File: src/rtl/snow64_icache_fill_responder_pkg.sv
// Shared types and constants for the instruction-cache line-fill path.
package PkgSnow64InstrCache;

  localparam int unsigned WIDTH__SNOW64_CPU_ADDR = 64;
  localparam int unsigned WIDTH__SNOW64_ICACHE_LINE_DATA = 256;
  localparam int unsigned WIDTH__SNOW64_ICACHE_BEAT = 64;
  localparam int unsigned SNOW64_ICACHE_LINE_BEATS =
      WIDTH__SNOW64_ICACHE_LINE_DATA / WIDTH__SNOW64_ICACHE_BEAT;

  // Byte offset bits inside one 32-byte line.
  localparam logic [WIDTH__SNOW64_CPU_ADDR-1:0] SNOW64_ICACHE_LINE_OFFSET_MASK = 64'h1F;

  typedef logic [1:0] beat_idx_t;

  typedef enum logic [1:0] {
    StIdle,
    StWaitBeat,
    StRespond
  } icache_fill_state_t;

  // Line-fill request from the instruction cache.
  typedef struct packed {
    logic                              req;
    logic [WIDTH__SNOW64_CPU_ADDR-1:0] addr;
  } fill_req_t;

  // Line-fill response back to the instruction cache.
  typedef struct packed {
    logic                                      valid;
    logic                                      busy;
    logic [WIDTH__SNOW64_ICACHE_LINE_DATA-1:0] data;
  } fill_resp_t;

  // Beat read request towards backing memory.
  typedef struct packed {
    logic                              req;
    logic [WIDTH__SNOW64_CPU_ADDR-1:0] addr;
  } mem_rd_req_t;

  // Beat read response from backing memory.
  typedef struct packed {
    logic                                 valid;
    logic [WIDTH__SNOW64_ICACHE_BEAT-1:0] data;
  } mem_rd_resp_t;

  // Beat address inside a line; OR instead of add so it can never carry out of the line.
  function automatic logic [WIDTH__SNOW64_CPU_ADDR-1:0] beat_addr(
      input logic [WIDTH__SNOW64_CPU_ADDR-1:0] line_base,
      input beat_idx_t                         idx);
    return line_base | {59'b0, idx, 3'b000};
  endfunction

endpackage

File: src/rtl/snow64_icache_fill_responder.sv
// Fills one 256-bit instruction-cache line from four sequential 64-bit memory beats,
// with at most one beat outstanding, then returns the line as a one-cycle pulse.
module snow64_icache_fill_responder
  import PkgSnow64InstrCache::*;
#(
  parameter int unsigned WIDTH__BEAT = WIDTH__SNOW64_ICACHE_BEAT,  // only 64 is legal
  parameter int unsigned LINE_BEATS  = SNOW64_ICACHE_LINE_BEATS
) (
  input  logic                                      clk,
  input  logic                                      rst_n,
  input  logic                                      in_req,
  input  logic [WIDTH__SNOW64_CPU_ADDR-1:0]         in_addr,
  output logic                                      out_valid,
  output logic [WIDTH__SNOW64_ICACHE_LINE_DATA-1:0] out_data,
  output logic                                      out_busy,
  output logic                                      out_mem_rd_req,
  output logic [WIDTH__SNOW64_CPU_ADDR-1:0]         out_mem_rd_addr,
  input  logic                                      in_mem_rd_valid,
  input  logic [WIDTH__BEAT-1:0]                    in_mem_rd_data
);

  localparam beat_idx_t LastBeat = beat_idx_t'(LINE_BEATS - 1);

  icache_fill_state_t                        state_q;
  beat_idx_t                                 k_q;
  logic [WIDTH__SNOW64_CPU_ADDR-1:0]         base_q;
  logic [WIDTH__SNOW64_ICACHE_LINE_DATA-1:0] line_q;
  mem_rd_req_t                               mem_req_q;
  fill_resp_t                                fill_resp_q;

  fill_req_t    fill_req;
  mem_rd_resp_t mem_resp;

  assign fill_req = '{req: in_req, addr: in_addr};
  assign mem_resp = '{valid: in_mem_rd_valid, data: in_mem_rd_data};

  assign out_valid       = fill_resp_q.valid;
  assign out_busy        = fill_resp_q.busy;
  assign out_data        = fill_resp_q.data;
  assign out_mem_rd_req  = mem_req_q.req;
  assign out_mem_rd_addr = mem_req_q.addr;

  // Fill FSM: capture line base, issue beats one at a time, assemble and return the line.
  always_ff @(posedge clk) begin
    if (!rst_n) begin
      state_q     <= StIdle;
      k_q         <= '0;
      base_q      <= '0;
      line_q      <= '0;
      mem_req_q   <= '0;
      fill_resp_q <= '0;
    end else begin
      // Request and response strobes are single-cycle pulses.
      mem_req_q.req     <= 1'b0;
      fill_resp_q.valid <= 1'b0;

      unique case (state_q)
        StIdle: begin
          // A memory valid here is stale and is dropped, even alongside a new request.
          if (fill_req.req) begin
            base_q            <= fill_req.addr & ~SNOW64_ICACHE_LINE_OFFSET_MASK;
            k_q               <= '0;
            mem_req_q.req     <= 1'b1;
            mem_req_q.addr    <= fill_req.addr & ~SNOW64_ICACHE_LINE_OFFSET_MASK;
            fill_resp_q.busy  <= 1'b1;
            state_q           <= StWaitBeat;
          end
        end

        StWaitBeat: begin
          if (mem_resp.valid) begin
            line_q[k_q*WIDTH__BEAT +: WIDTH__BEAT] <= mem_resp.data;
            if (k_q == LastBeat) begin
              state_q <= StRespond;
            end else begin
              k_q            <= k_q + 2'd1;
              mem_req_q.req  <= 1'b1;
              mem_req_q.addr <= beat_addr(base_q, k_q + 2'd1);
            end
          end
        end

        StRespond: begin
          fill_resp_q.valid <= 1'b1;
          fill_resp_q.data  <= line_q;
          fill_resp_q.busy  <= 1'b0;
          state_q           <= StIdle;
        end

        default: begin
          state_q          <= StIdle;
          fill_resp_q.busy <= 1'b0;
        end
      endcase
    end
  end

endmodule

File: config.mk
export PLATFORM = sky130hd
export DESIGN_NAME = snow64_icache_fill_responder
export DESIGN_NICKNAME = d
export VERILOG_FILES = /design/src/rtl/snow64_icache_fill_responder_pkg.sv /design/src/rtl/snow64_icache_fill_responder.sv
export SDC_FILE = /design/constraint.sdc
export NUM_CORES = 1
export LEC_CHECK = 0
export CORE_UTILIZATION = 51
export DETAILED_ROUTE_END_ITERATION = 10
export PLACE_DENSITY = 0.8
export SLEW_MARGIN = 5
export SYNTH_ARGS = -nofsm -noshare
export SYNTH_HDL_FRONTEND = slang
export SYNTH_SLANG_ARGS = --single-unit
File: constraint.sdc
create_clock -name clk -period 3 [get_ports clk]
set_clock_uncertainty 0.1 [all_clocks]
set_input_delay 0.6 -clock clk [delete_from_list [all_inputs] [get_ports clk]]
set_output_delay 0.6 -clock clk [all_outputs]
set_load 0.05 [all_outputs]
==> flow_metrics.env, run 1 <==
export IMPL_status="finished clean"
export IMPL_synth_most_common_cell="nand2_1"
export IMPL_grt_use_total=0.288
export IMPL_slowest_delay_ns=0.53
export IMPL_numPortBuffers=446
export IMPL_holdBufCountCts=0
export IMPL_die_w_um=211
export IMPL_crit_fanout=47
export IMPL_crit_required_ns=3.44
export IMPL_final_antenna_net_count=0
export IMPL_fin_crit_ns=2.70
export IMPL_peakVddDrop_mv=0.480
export IMPL_netlist_top_cells_area="dfxtp_1 58%, nand2_1 14%, a21oi_1 7.2%"
export IMPL_core_area_um2=43100
export IMPL_synth_top_area_frac=0.575
export IMPL_dp_hpwl_mm=41.5
export IMPL_first_global_vias=19000
export IMPL_min_path_cells=3
export IMPL_drc=0
export IMPL_slew_viol_final=0
export IMPL_slowest_stage="nor4b_1"
export IMPL_synth_area_mux_share=0.000507
export IMPL_power_density_nw_per_um2=603
export IMPL_hold_viol_final=0
export IMPL_numCtsBuffers=61
export IMPL_synthTopCellsByCount="829 x nand2_1, 639 x dfxtp_1, 321 x a21oi_1"
export IMPL_drt_pass1_iter_count=6
export IMPL_grt_overflow_total=0
export IMPL_ff2ff_setup_slack_ns=0.30
export IMPL_synthAdderAreaFrac=0.00338
export IMPL_worstPathArrival_ns=3.13
export IMPL_drt_wl_total_mm=66.4
export IMPL_synth_edf_count=0
export IMPL_cts_setup_buffers=0
export IMPL_yosysTopAreaCell="dfxtp_1"
export IMPL_wl_per_cell_um=18.9
export IMPL_startpoint_type="flop"
export IMPL_clk_pin_slew_ns=0.07
export IMPL_worst_pin_slew_ns=1.06
export IMPL_pre_cts_ws_ns=0.312
export IMPL_fin_nets=3015
export IMPL_antenna_found_initial=6
export IMPL_fin_tns_setup_ns=0
export IMPL_ys_seq_elements=639
export IMPL_reg2reg_depth=6
export IMPL_vias=19700
export IMPL_h_tree_depth=2
export IMPL_drive_gt1_frac=0.0724
export IMPL_yosys_cell_types_count=39
export IMPL_die_h_um=211
export IMPL_rows=76
export IMPL_critPathKind="flop to flop"
export IMPL_end_kind="flop"
export IMPL_leakage_uw=0.0104
export IMPL_path_cells="inv_1 -> ha_1 -> nor4b_1 -> nand2_4 -> buf_12 -> o22ai_1"
export IMPL_gp_congestion=0.850
export IMPL_drtIter0Drc=1712
export IMPL_maxCapViolCount=0
export IMPL_post_cts_resized=0
export IMPL_synth_xor_area_frac=0
export IMPL_clk_path_buf_depth=3
export IMPL_grt_first_pass_wirelength_mm=102
export IMPL_syn_inst=2552
export IMPL_cts_sinks=639
export IMPL_fin_crit_sh=0.898
export IMPL_insertion_delay_ns=0.64
export IMPL_synth_compound_area_share=0.175
export IMPL_setup_viol=0
export IMPL_syn_to_final_growth_pct=30.6
export IMPL_final_util=0.674
export IMPL_cts_tree="yes"
export IMPL_syn_area_per_cell_um2=8.71
export IMPL_grt_max_degree=172
export IMPL_synthArstFlopShare=0
export IMPL_io_pin_count=455
export IMPL_synth_area_um2=22200
export IMPL_synthSimpleGateAreaFrac=0.200
export IMPL_cts_root_buf="clkbuf_16"
export IMPL_rsz0062_at_grt="no"
export IMPL_hold_path_class="primary input to flop"
export IMPL_vias_per_cell=5.61
export IMPL_worst_slack_ns=0.305
export IMPL_initial_core_util=0.516
export IMPL_max_freq_mhz=371
export IMPL_synth_warnings=0
export IMPL_die_area_um2=44400
export IMPL_yosys_most_used_dff="dfxtp_1"
export IMPL_synth_top_family_by_area="simple AND/OR/NAND/NOR gates"
export IMPL_slew_headroom=0.295
export IMPL_yosysSeqAreaShare=0.575
==> sequential cells by signal (all words and copies together), names as in the netlist <==
signal           cells
state_q              2
out_data           256
out_mem_rd_addr     61
base_q              59
k_q                  2
out_mem_rd_req       1
line_q             256
out_valid            1
out_busy             1
==> worst max-delay path: cells and delay by family (launching register included) <==
| family | cells | cell delay [ns] |
|---|---|---|
| DFF | 1 | 0.50 |
| buffers and inverters | 2 | 0.48 |
| and+or+nand+nor | 2 | 0.81 |
| adders and majority gates | 1 | 0.49 |
| AOI/OAI and AO/OA | 1 | 0.17 |
==> through the flow <==
stage                     hold slack, ns  cells  instance area (um2)  power, uW
after floorplan                    0.327   2554                22200       9530
after global placement             0.332   3399                27000       9970
after detailed placement           0.342   3399                27000      10000
after CTS                          0.300   3512                29000      17600
after global routing               0.341   3516                29000      18000
final                              0.337   3516                29000      17500
==> kinds of logic after synthesis <==
| family | Yosys count |
|---|---|
| AND/OR/NAND/NOR | 1042 |
| flip-flops | 639 |
| AO/OA/AOI/OAI | 636 |
| buffers and inverters | 227 |
| adder cells (fa/ha/maj) | 6 |
| multiplexers | 1 |
| other | 1 |
==> layout by cell type (no fill, tap or decap), types with 3 or more instances in the layout <==
cell | Yosys | final
a21oi_1 | 321 | 321
a221o_1 | 59 | 59
a22o_1 | 3 | 3
a31o_2 | 61 | 61
a32o_1 | 3 | 3
and2_1 | 59 | 59
and3_1 | 61 | 61
buf_12 | 0 | 17
buf_4 | 3 | 21
bufinv_16 | 0 | 3
clkbuf_1 | 155 | 16
clkbuf_16 | 0 | 61
clkbuf_8 | 0 | 16
clkdlybuf4s50_1 | 0 | 445
clkinv_2 | 0 | 9
clkinvlp_4 | 0 | 3
conb_1 | 1 | 3
dfxtp_1 | 639 | 639
diode_2 | 0 | 4
ha_1 | 6 | 6
nand2_1 | 829 | 828
nand2b_1 | 4 | 3
nand3_1 | 61 | 61
nand4_1 | 3 | 3
nand4b_1 | 3 | 3
nor2_1 | 4 | 3
o21ai_0 | 61 | 61
o22ai_1 | 128 | 128
==> report_power, final <==
part           leakage, uW  switching, uW  internal, uW
sequential         0.00517           89.6          8630
combinational      0.00420            707           403
clock             0.000991           3280          4410
==> final timing paths <==
path | to | start
min reg2reg | out_data[197] | line_q[197]
min | line_q[64] | rst_n
max reg2reg | line_q[144] | k_q[0]
max | line_q[144] | k_q[0]
==> area by class of cell <==
type,count,area [um2]
fill,3347,14000
sequential,639,12800
multi-input combinational,1688,8490
timing repair buffer,484,4970
clock buffer,93,1810
tap,585,732
clock inverter,20,216
inverter,3,18.8
antenna,4,10.0
==> per-layer routing <==
layer,up-vias,global-route usage,part of all wire
met5,-,0,0.00045
met4,4,0.144,0.044
met3,171,0.0676,0.080
met2,810,0.471,0.47
met1,9433,0.357,0.40
li1,9321,-,-
Note: power is estimated with default switching activity, not from simulation.
==> run 2, diff against run 1 <==
--- a/config.mk
+++ b/config.mk
@@ -5,9 +5,11 @@
 export SDC_FILE = /design/constraint.sdc
 export NUM_CORES = 1
 export LEC_CHECK = 0
+export CORE_MARGIN = 2
 export CORE_UTILIZATION = 51
 export DETAILED_ROUTE_END_ITERATION = 10
 export PLACE_DENSITY = 0.8
+export RECOVER_POWER = 50
 export SLEW_MARGIN = 5
 export SYNTH_ARGS = -nofsm -noshare
 export SYNTH_HDL_FRONTEND = slang
==> run 2 against run 1 <==
Global-route usage fell by 0.50 points. Cell area is essentially flat. Critical path depth decreased by 2. Sequential power hardly changed. Highest routed layer unchanged.
==> flow_metrics.env, run 2 (synthesis gave the netlist of run 1 again) <==
export IMPL_status="finished clean"
export IMPL_grt_max_degree=196
export IMPL_vias=19900
export IMPL_post_cts_resized=0
export IMPL_drt_wl_total_mm=66.2
export IMPL_die_h_um=213
export IMPL_fin_crit_ns=2.67
export IMPL_crit_required_ns=3.37
export IMPL_drt_pass1_iter_count=6
export IMPL_cts_setup_buffers=0
export IMPL_cts_tree="yes"
export IMPL_clk_pin_slew_ns=0.06
export IMPL_worst_pin_slew_ns=1.36
export IMPL_cts_sinks=639
export IMPL_ff2ff_setup_slack_ns=0.33
export IMPL_end_kind="flop"
export IMPL_dp_hpwl_mm=41.2
export IMPL_leakage_uw=0.0104
export IMPL_max_freq_mhz=375
export IMPL_hold_path_class="flop to flop"
export IMPL_mostFrequentLayoutCell="nand2_1"
export IMPL_final_cell_area_um2=29000
export IMPL_slew_viol_final=0
export IMPL_fillers=3366
export IMPL_maxCapViolCount=0
export IMPL_critPathKind="flop to flop"
export IMPL_placed_area_um2=27000
export IMPL_fin_tns_setup_ns=0
export IMPL_vias_per_cell=5.65
export IMPL_drtIter0Drc=1779
export IMPL_power_density_nw_per_um2=613
export IMPL_layout_common_cells="828 x nand2_1, 639 x dfxtp_1, 444 x clkdlybuf4s50_1, 321 x a21oi_1, 128 x o22ai_1"
export IMPL_insertion_delay_ns=0.58
export IMPL_worst_slack_ns=0.332
export IMPL_pre_cts_ws_ns=0.344
export IMPL_antenna_found_initial=9
export IMPL_slew_headroom=0.0924
export IMPL_rsz0062_at_grt="no"
export IMPL_gp_congestion=0.829
export IMPL_final_antenna_net_count=0
export IMPL_path_cells="nor2b_1 -> clkbuf_4 -> nand2_1 -> a21oi_1"
export IMPL_syn_to_final_growth_pct=30.6
export IMPL_h_tree_depth=3
export IMPL_numPortBuffers=446
export IMPL_peakVddDrop_mv=0.518
export IMPL_cts_root_buf="clkbuf_16"
export IMPL_fin_crit_sh=0.889
export IMPL_worstPathArrival_ns=3.03
export IMPL_rows=76
export IMPL_io_pin_count=455
export IMPL_numCtsBuffers=66
export IMPL_holdBufCountCts=0
export IMPL_cp_top_family="simple AND/OR/NAND/NOR gates"
export IMPL_clk_path_buf_depth=3
export IMPL_wl_per_cell_um=18.9
export IMPL_slowest_delay_ns=0.73
export IMPL_drive_gt1_frac=0.0706
export IMPL_grt_use_total=0.283
export IMPL_initial_core_util=0.516
export IMPL_die_w_um=213
export IMPL_crit_fanout=57
export IMPL_cp_buffers_inverters=1
export IMPL_slowest_stage="dfxtp_1"
export IMPL_core_area_um2=43100
export IMPL_grt_overflow_total=0
export IMPL_drc=0
export IMPL_grt_first_pass_wirelength_mm=102
export IMPL_startpoint_type="flop"
export IMPL_first_global_vias=19100
export IMPL_hold_viol_final=0
export IMPL_setup_viol=0
export IMPL_die_area_um2=45300
export IMPL_fin_nets=3019
==> run 2: changes by cell type in the layout (fill, tap and decap cells not counted), sizes merged <==
cell	previous run	this run
bufinv	3	4
inv	5	6
buf	39	31
clkdlybuf4s50	445	444
clkinv	12	11
dlygate4sd3	0	1
clkbuf	93	94
clkinvlp	3	1
diode	4	7
==> run 2: path summary, 6_finish.rpt <==
path | to | start | depth (start not counted)
hold reg to reg | out_data[128] | line_q[128] | 2
setup / recovery | out_data[140] | state_q[1] | 4
setup reg to reg | out_data[140] | state_q[1] | 4
hold / removal | out_data[128] | line_q[128] | 2
==> run 2: power by group <==
part / internal, uW / switching, uW / leakage [uW]
Sequential: 8630 / 86.5 / 0.00517
Clock: 4720 / 3240 / 0.00103
Combinational: 401 / 702 / 0.00416
Total: 13800 / 4030 / 0.0104
==> run 2: metrics by stage <==
stage,hold slack [ns],total power [uW],instances,util
floorplan,0.327,9530,2554,-
global placement,0.332,9980,3398,0.626
detailed placement,0.343,10000,3398,0.626
CTS,0.334,17900,3504,0.675
global route,0.361,18300,3509,0.674
finish,0.345,17800,3511,0.674
==> run 2: layer usage <==
layer	GRT usage	vias to the layer above	part of all wire
met4	0.155	4	0.050
met2	0.450	903	0.46
met3	0.0635	197	0.082
met5	0	-	0.00042
met1	0.359	9407	0.40
li1	-	9341	-
==> run 2: final cells by class <==
class                      instances  area, um2  area share
sequential                       639      12800       0.441
multi-input combinational       1688       8480       0.292
timing repair buffer             483       4910       0.169
clock buffer                      87       1870      0.0646
tap                              585        732      0.0252
clock inverter                    19        211     0.00728
antenna                            7       17.5    0.000603
inverter                           3       13.8    0.000474
==> run 2: worst reg2reg max path, stage by stage (launching register included) <==
cell and delay, ns:
dfxtp_1 0.73, nor2b_1 0.67, clkbuf_4 0.71, nand2_1 0.17, a21oi_1 0.20
==> run 3, diff against run 2 <==
--- a/config.mk
+++ b/config.mk
@@ -8,7 +8,7 @@
 export CORE_MARGIN = 2
 export CORE_UTILIZATION = 51
 export DETAILED_ROUTE_END_ITERATION = 10
-export PLACE_DENSITY = 0.8
+export PLACE_DENSITY = 0.91
 export RECOVER_POWER = 50
 export SLEW_MARGIN = 5
 export SYNTH_ARGS = -nofsm -noshare
==> run 3 against run 2 <==
Die area is the same. First-iteration DRC count rose by 19%. Register-to-register slack worse by 0.03 ns. Core utilization grew 0.10 points. Critical endpoint is now line_q[247]. Critical path type unchanged. Largest cell class unchanged. Sequential share of layout area decreased by 0.066 points. Critical path depth unchanged. Cell area is 0.15% higher. Global-route usage increased by 1.7 points.
==> flow_metrics.env, run 3 (synthesis gave the netlist of run 1 again) <==
export IMPL_status="finished clean"
export IMPL_insertion_delay_ns=0.61
export IMPL_min_path_cells=3
export IMPL_path_cells="nand4b_1 -> clkbuf_2 -> nor2_1 -> a32o_1"
export IMPL_startpoint_type="flop"
export IMPL_cts_sinks=639
export IMPL_drtIter0Drc=2121
export IMPL_clk_path_buf_depth=3
export IMPL_die_area_um2=45300
export IMPL_fin_crit_ns=2.70
export IMPL_rsz0062_at_grt="no"
export IMPL_cts_tree="yes"
export IMPL_wl_per_cell_um=20.2
export IMPL_final_antenna_net_count=0
export IMPL_vias_per_cell=5.84
export IMPL_ff2ff_setup_slack_ns=0.30
export IMPL_critPathKind="flop to flop"
export IMPL_post_cts_resized=0
export IMPL_worst_pin_slew_ns=1.37
export IMPL_numPortBuffers=446
export IMPL_hp_start="rst_n"
export IMPL_wl_met1_mm=27.2
export IMPL_crit_required_ns=3.40
export IMPL_first_global_vias=20100
export IMPL_fin_nets=3014
export IMPL_finalPower_uw=17900
export IMPL_drive_gt1_frac=0.0738
export IMPL_crit_fanout=50
export IMPL_cp_buffers_inverters=1
export IMPL_antenna_found_initial=2
export IMPL_grt_max_degree=169
export IMPL_slowest_stage="clkbuf_2"
export IMPL_stdcell_count=3512
export IMPL_final_cell_area_um2=29100
export IMPL_h_tree_depth=2
export IMPL_gp_congestion=0.868
export IMPL_dp_hpwl_mm=43.0
export IMPL_die_h_um=213
export IMPL_drt_pass1_iter_count=6
export IMPL_power_density_nw_per_um2=615
export IMPL_die_w_um=213
export IMPL_wl_met2_mm=33.5
export IMPL_cp_top_family="buffers and inverters"
export IMPL_fin_tns_setup_ns=0
export IMPL_worstPathArrival_ns=3.10
export IMPL_max_freq_mhz=371
export IMPL_end_kind="flop"
export IMPL_clk_pin_slew_ns=0.06
export IMPL_cts_setup_buffers=0
export IMPL_io_pin_count=455
export IMPL_numCtsBuffers=61
export IMPL_peakVddDrop_mv=0.606
export IMPL_slowest_delay_ns=0.93
export IMPL_core_area_um2=43100
export IMPL_hold_viol_final=0
export IMPL_syn_to_final_growth_pct=30.8
export IMPL_dr_wl_met3_mm=6.51
export IMPL_holdBufCountCts=0
export IMPL_cts_root_buf="clkbuf_16"
export IMPL_slew_headroom=0.0895
export IMPL_crit_reg2reg_launch="state_q[1]"
export IMPL_drc=0
export IMPL_grt_overflow_total=0
export IMPL_maxCapViolCount=0
export IMPL_reg2reg_to="line_q[247]"
export IMPL_setup_viol=0
export IMPL_dp_cells=3398
export IMPL_grt_first_pass_wirelength_mm=108
export IMPL_placed_area_um2=27000
export IMPL_layout_common_cells="828 x nand2_1, 639 x dfxtp_1, 445 x clkdlybuf4s50_1, 321 x a21oi_1, 128 x o22ai_1"
export IMPL_drt_wl_total_mm=70.9
export IMPL_grt_use_total=0.300
export IMPL_initial_core_util=0.516
export IMPL_fin_crit_sh=0.899
export IMPL_reg2reg_depth=4
export IMPL_top_layer="met4"
export IMPL_slew_viol_final=0
export IMPL_vias=20500
export IMPL_mostFrequentLayoutCell="nand2_1"
export IMPL_fillers=3076
export IMPL_rows=76
export IMPL_min_to="line_q[60]"
export IMPL_hold_path_class="primary input to flop"
export IMPL_leakage_uw=0.0104
-- run 3: worst max path at each step --
stage               startpoint           to  slack, ns  cells past startpoint
2_1_floorplan           k_q[0]  line_q[192]       0.88                      7
3_3_place_gp   in_mem_rd_valid   line_q[54]       0.41                      5
3_5_place_dp   in_mem_rd_valid   line_q[33]       0.30                      5
4_1_cts            out_data[0]  out_data[0]       0.41                      1
5_1_grt                 k_q[0]   line_q[78]       0.17                      6
6_report            state_q[1]  line_q[247]       0.30                      4
-- run 3: per-layer routing --
metal | global-route usage | vias to the layer above
met5 | 0 | -
li1 | - | 9296
met1 | 0.364 | 9813
met2 | 0.493 | 1179
met3 | 0.0725 | 234
met4 | 0.161 | 0
-- run 3: where the power goes --
group          internal [uW]  switching, uW
logic                    404            726
registers               8630           91.4
clock network           4700           3320
total                  13700           4130
-- run 3: per-stage QoR --
stage                     hold WS [ns]   util  setup slack (ns)
after floorplan                  0.327      -             0.876
after global placement           0.335  0.627             0.409
after detailed placement         0.343  0.627             0.302
after CTS                        0.285  0.676             0.410
after global routing             0.317  0.675             0.175
final                            0.312  0.675             0.302
-- run 3: tightest hold or removal path: stages --
cell and delay, ns:
buf_8 0.20, nand2_1 0.11, o22ai_1 0.06
-- run 3: cell type report --
cell class              count  area [um2]  area share
clock inverters            23         268     0.00921
clock buffers              89        1850      0.0637
well taps                 585         732      0.0252
flip-flops and latches    639       12800       0.440
inverters                   3        18.8    0.000646
diodes                      2        5.00    0.000172
multi-input cells        1688        8470       0.291
repair buffers            483        4930       0.170
==> variant (config.mk and constraints of run 2) <==
Reset style: asynchronous (`rst_n`), changed in one clocked block.
--- a/src/rtl/snow64_icache_fill_responder.sv
+++ b/src/rtl/snow64_icache_fill_responder.sv
@@ -42,5 +42,5 @@
 
   // Fill FSM: capture line base, issue beats one at a time, assemble and return the line.
-  always_ff @(posedge clk) begin
+  always_ff @(posedge clk or negedge rst_n) begin
     if (!rst_n) begin
       state_q     <= StIdle;
Function: differs if rst_n is asserted again (counterexample within 4 cycles, from zero or initial values and one cycle with rst_n low); with rst_n held inactive, the same outputs for 4 cycles.
==> variant against run 2 <==
  * Worst setup slack improved by 26 ps
  * Maximum frequency rose by 0.98%
  * Sequential share of layout area grew 7.8 points
  * First-iteration DRC count down 4.3%
  * Final area grew 6.2%
  * Count of clock-buffer cells in the layout is 3 higher
  * Synthesized cell count down 20%
  * Routed wire length about the same
  * Synthesized area up 5.8%
  * Sequential cell count did not move
  * Critical endpoint is now out_data[85]
  * Largest cell class unchanged
Power is not compared: it rests on default switching activity, and its combinational part moved more than twofold at a synthesized area within 25%.
==> variant: results (changes against run 2) <==
{
  "outcome": "finished clean",
  "slowest_delay": {"value": 930, "unit": "ps", "change": "+200 ps"},
  "grt_start_max_net_pins": {"value": 99, "change": "-49%"},
  "first_global_vias": {"value": 18130, "change": "-5.0%"},
  "critPathMaxFanout": {"value": 2, "change": "-96%"},
  "crit_slowest_cell": "sky130_fd_sc_hd__clkdlybuf4s50_1",
  "cp_data_arrival_time": {"value": 1940, "unit": "ps", "change": "-1090 ps"},
  "critical_path.reg2reg.endpoint": "out_data[155]",
  "endpoint_of_the_worst_hold_path": "out_data[154]",
  "synthTopCellsByArea": "sky130_fd_sc_hd__dfrtp_1 68%, sky130_fd_sc_hd__nand2_1 12%, sky130_fd_sc_hd__a22o_1 9.6%, sky130_fd_sc_hd__a221o_1 2.5%, sky130_fd_sc_hd__a21o_1 1.9%",
  "cts-buffers-inserted": {"value": 61, "change": "-7.6%"},
  "wl_per_cell": {"value": 21.3, "unit": "µm", "change": "+13%"},
  "cts-htree-levels": {"value": 2, "change": "-1"},
  "grt_use_total": {"value": 27.9, "unit": "%", "change": "-0.48 points"},
  "most_numerous_cell_types_in_the_synthesized_netlist": "770 x sky130_fd_sc_hd__nand2_1, 639 x sky130_fd_sc_hd__dfrtp_1, 257 x sky130_fd_sc_hd__a22o_1, 95 x sky130_fd_sc_hd__clkbuf_1",
  "hold_path.startpoint": "line_q[154]",
  "ratio_of_cells_with_drive_above_1_in_the_final_layout": {"value": 5.92, "unit": "%", "change": "-1.1 points"},
  "clock_insertion_delay_worst_skew": {"value": 630, "unit": "ps", "change": "+50 ps"},
  "final_critical_path_setup_slack": {"value": 358, "unit": "ps", "change": "+26.0 ps"},
  "route.detailed.vias_per_inst": {"value": 5.71, "change": "+0.96%"},
  "place.detailed.instances": {"value": 2985, "change": "-12%"},
  "worst_r2r_path_depth": {"value": 5, "change": "+1"},
  "finalWirelength": {"value": 66.2, "unit": "mm", "change": "about the same"},
  "dp_worst_setup_slack": {"value": 290, "unit": "ps", "change": "-54.3 ps"},
  "fin_hold_ws": {"value": 345, "unit": "ps", "change": "-0.272 ps"},
  "crit_path_max_delay_family": "buffers and inverters",
  "grt_antenna_before_repair": {"value": 3, "change": "-6"},
  "gp_routability_congestion": {"value": 0.866, "change": "+4.5%"},
  "yosysSeqAreaShare": {"value": 68.0, "unit": "%", "change": "+10 points"},
  "slew_at_the_pin_closest_to_its_max_slew_limit": {"value": 1340, "unit": "ps", "change": "-20.7 ps"}
}
[variant: stage by stage]
step	total power, mW	area (µm²)	utilization, %
3_3_place_gp	22.3	28800	63.3
6_report	30.7	30800	67.8
3_5_place_dp	22.7	28800	63.3
5_1_grt	32.0	30800	67.8
4_1_cts	30.9	31000	68.1
2_1_floorplan	18.9	23500	-
[variant: layout make-up]
cell class	count	area share (%)
diodes	4	0.0325
well taps	600	2.44
inverters	6	0.0974
flip-flops and latches	639	51.9
multi-input cells	1246	22.5
repair buffers	495	16.0
clock inverters	24	1.12
clock buffers	90	5.89
[variant: worst reg2reg max path, cell delays in order, from the launching register on]
cell	delay [ps]
sky130_fd_sc_hd__dfrtp_1	650
sky130_fd_sc_hd__nand2b_1	350
sky130_fd_sc_hd__clkbuf_2	680
sky130_fd_sc_hd__buf_12	440
sky130_fd_sc_hd__nand2_1	230
sky130_fd_sc_hd__nand2_1	120
[variant: logic make-up (layout without fill, tap and decap cells)]
| kind of cell | count (synthesis) | count (layout) | share of synthesized area [%] |
|---|---|---|---|
| compound gates | 382 | 382 | 14.2 |
| fa+ha+maj | 6 | 6 | 0.319 |
| buf+inv | 148 | 615 | 2.75 |
| flops | 639 | 639 | 68.0 |
| mux | 1 | 1 | 0.0479 |
| other cells | 1 | 7 | 0.0159 |
| simple gates | 854 | 854 | 14.7 |
[variant: power by group]
group,internal (mW),switching (mW)
Combinational,3.69,6.12
Clock,4.80,3.33
Sequential,11.1,1.62
[variant: worst max path at each step]
stage | start | depth (start not counted) | end | slack (ps)
finish | out_data[85] | 1 | out_data[85] | 360
global route | k_q[0] | 6 | line_q[79] | 220
CTS | out_data[85] | 1 | out_data[85] | 310
detailed placement | in_mem_rd_valid | 5 | line_q[94] | 290
global placement | in_mem_rd_valid | 4 | out_mem_rd_addr[19] | 350
floorplan | k_q[0] | 6 | out_mem_rd_addr[10] | 1010
[variant: metal layers]
| layer | up-vias | global-route usage (%) | part of all wire [%] | wire (µm) |
|---|---|---|---|---|
| met3 | 122 | 6.58 | 9.0 | 5990 |
| li1 | 7717 | - | - | - |
| met4 | 0 | 9.08 | 2.7 | 1770 |
| met5 | - | 0 | 0 | 0 |
| met2 | 823 | 44.5 | 48 | 32000 |
| met1 | 9058 | 37.9 | 40 | 26500 |
[variant: timing repair]
item                      CTS  global route
buffers inserted            0             0
hold buffers                1             0
hold endpoints to repair   62             0
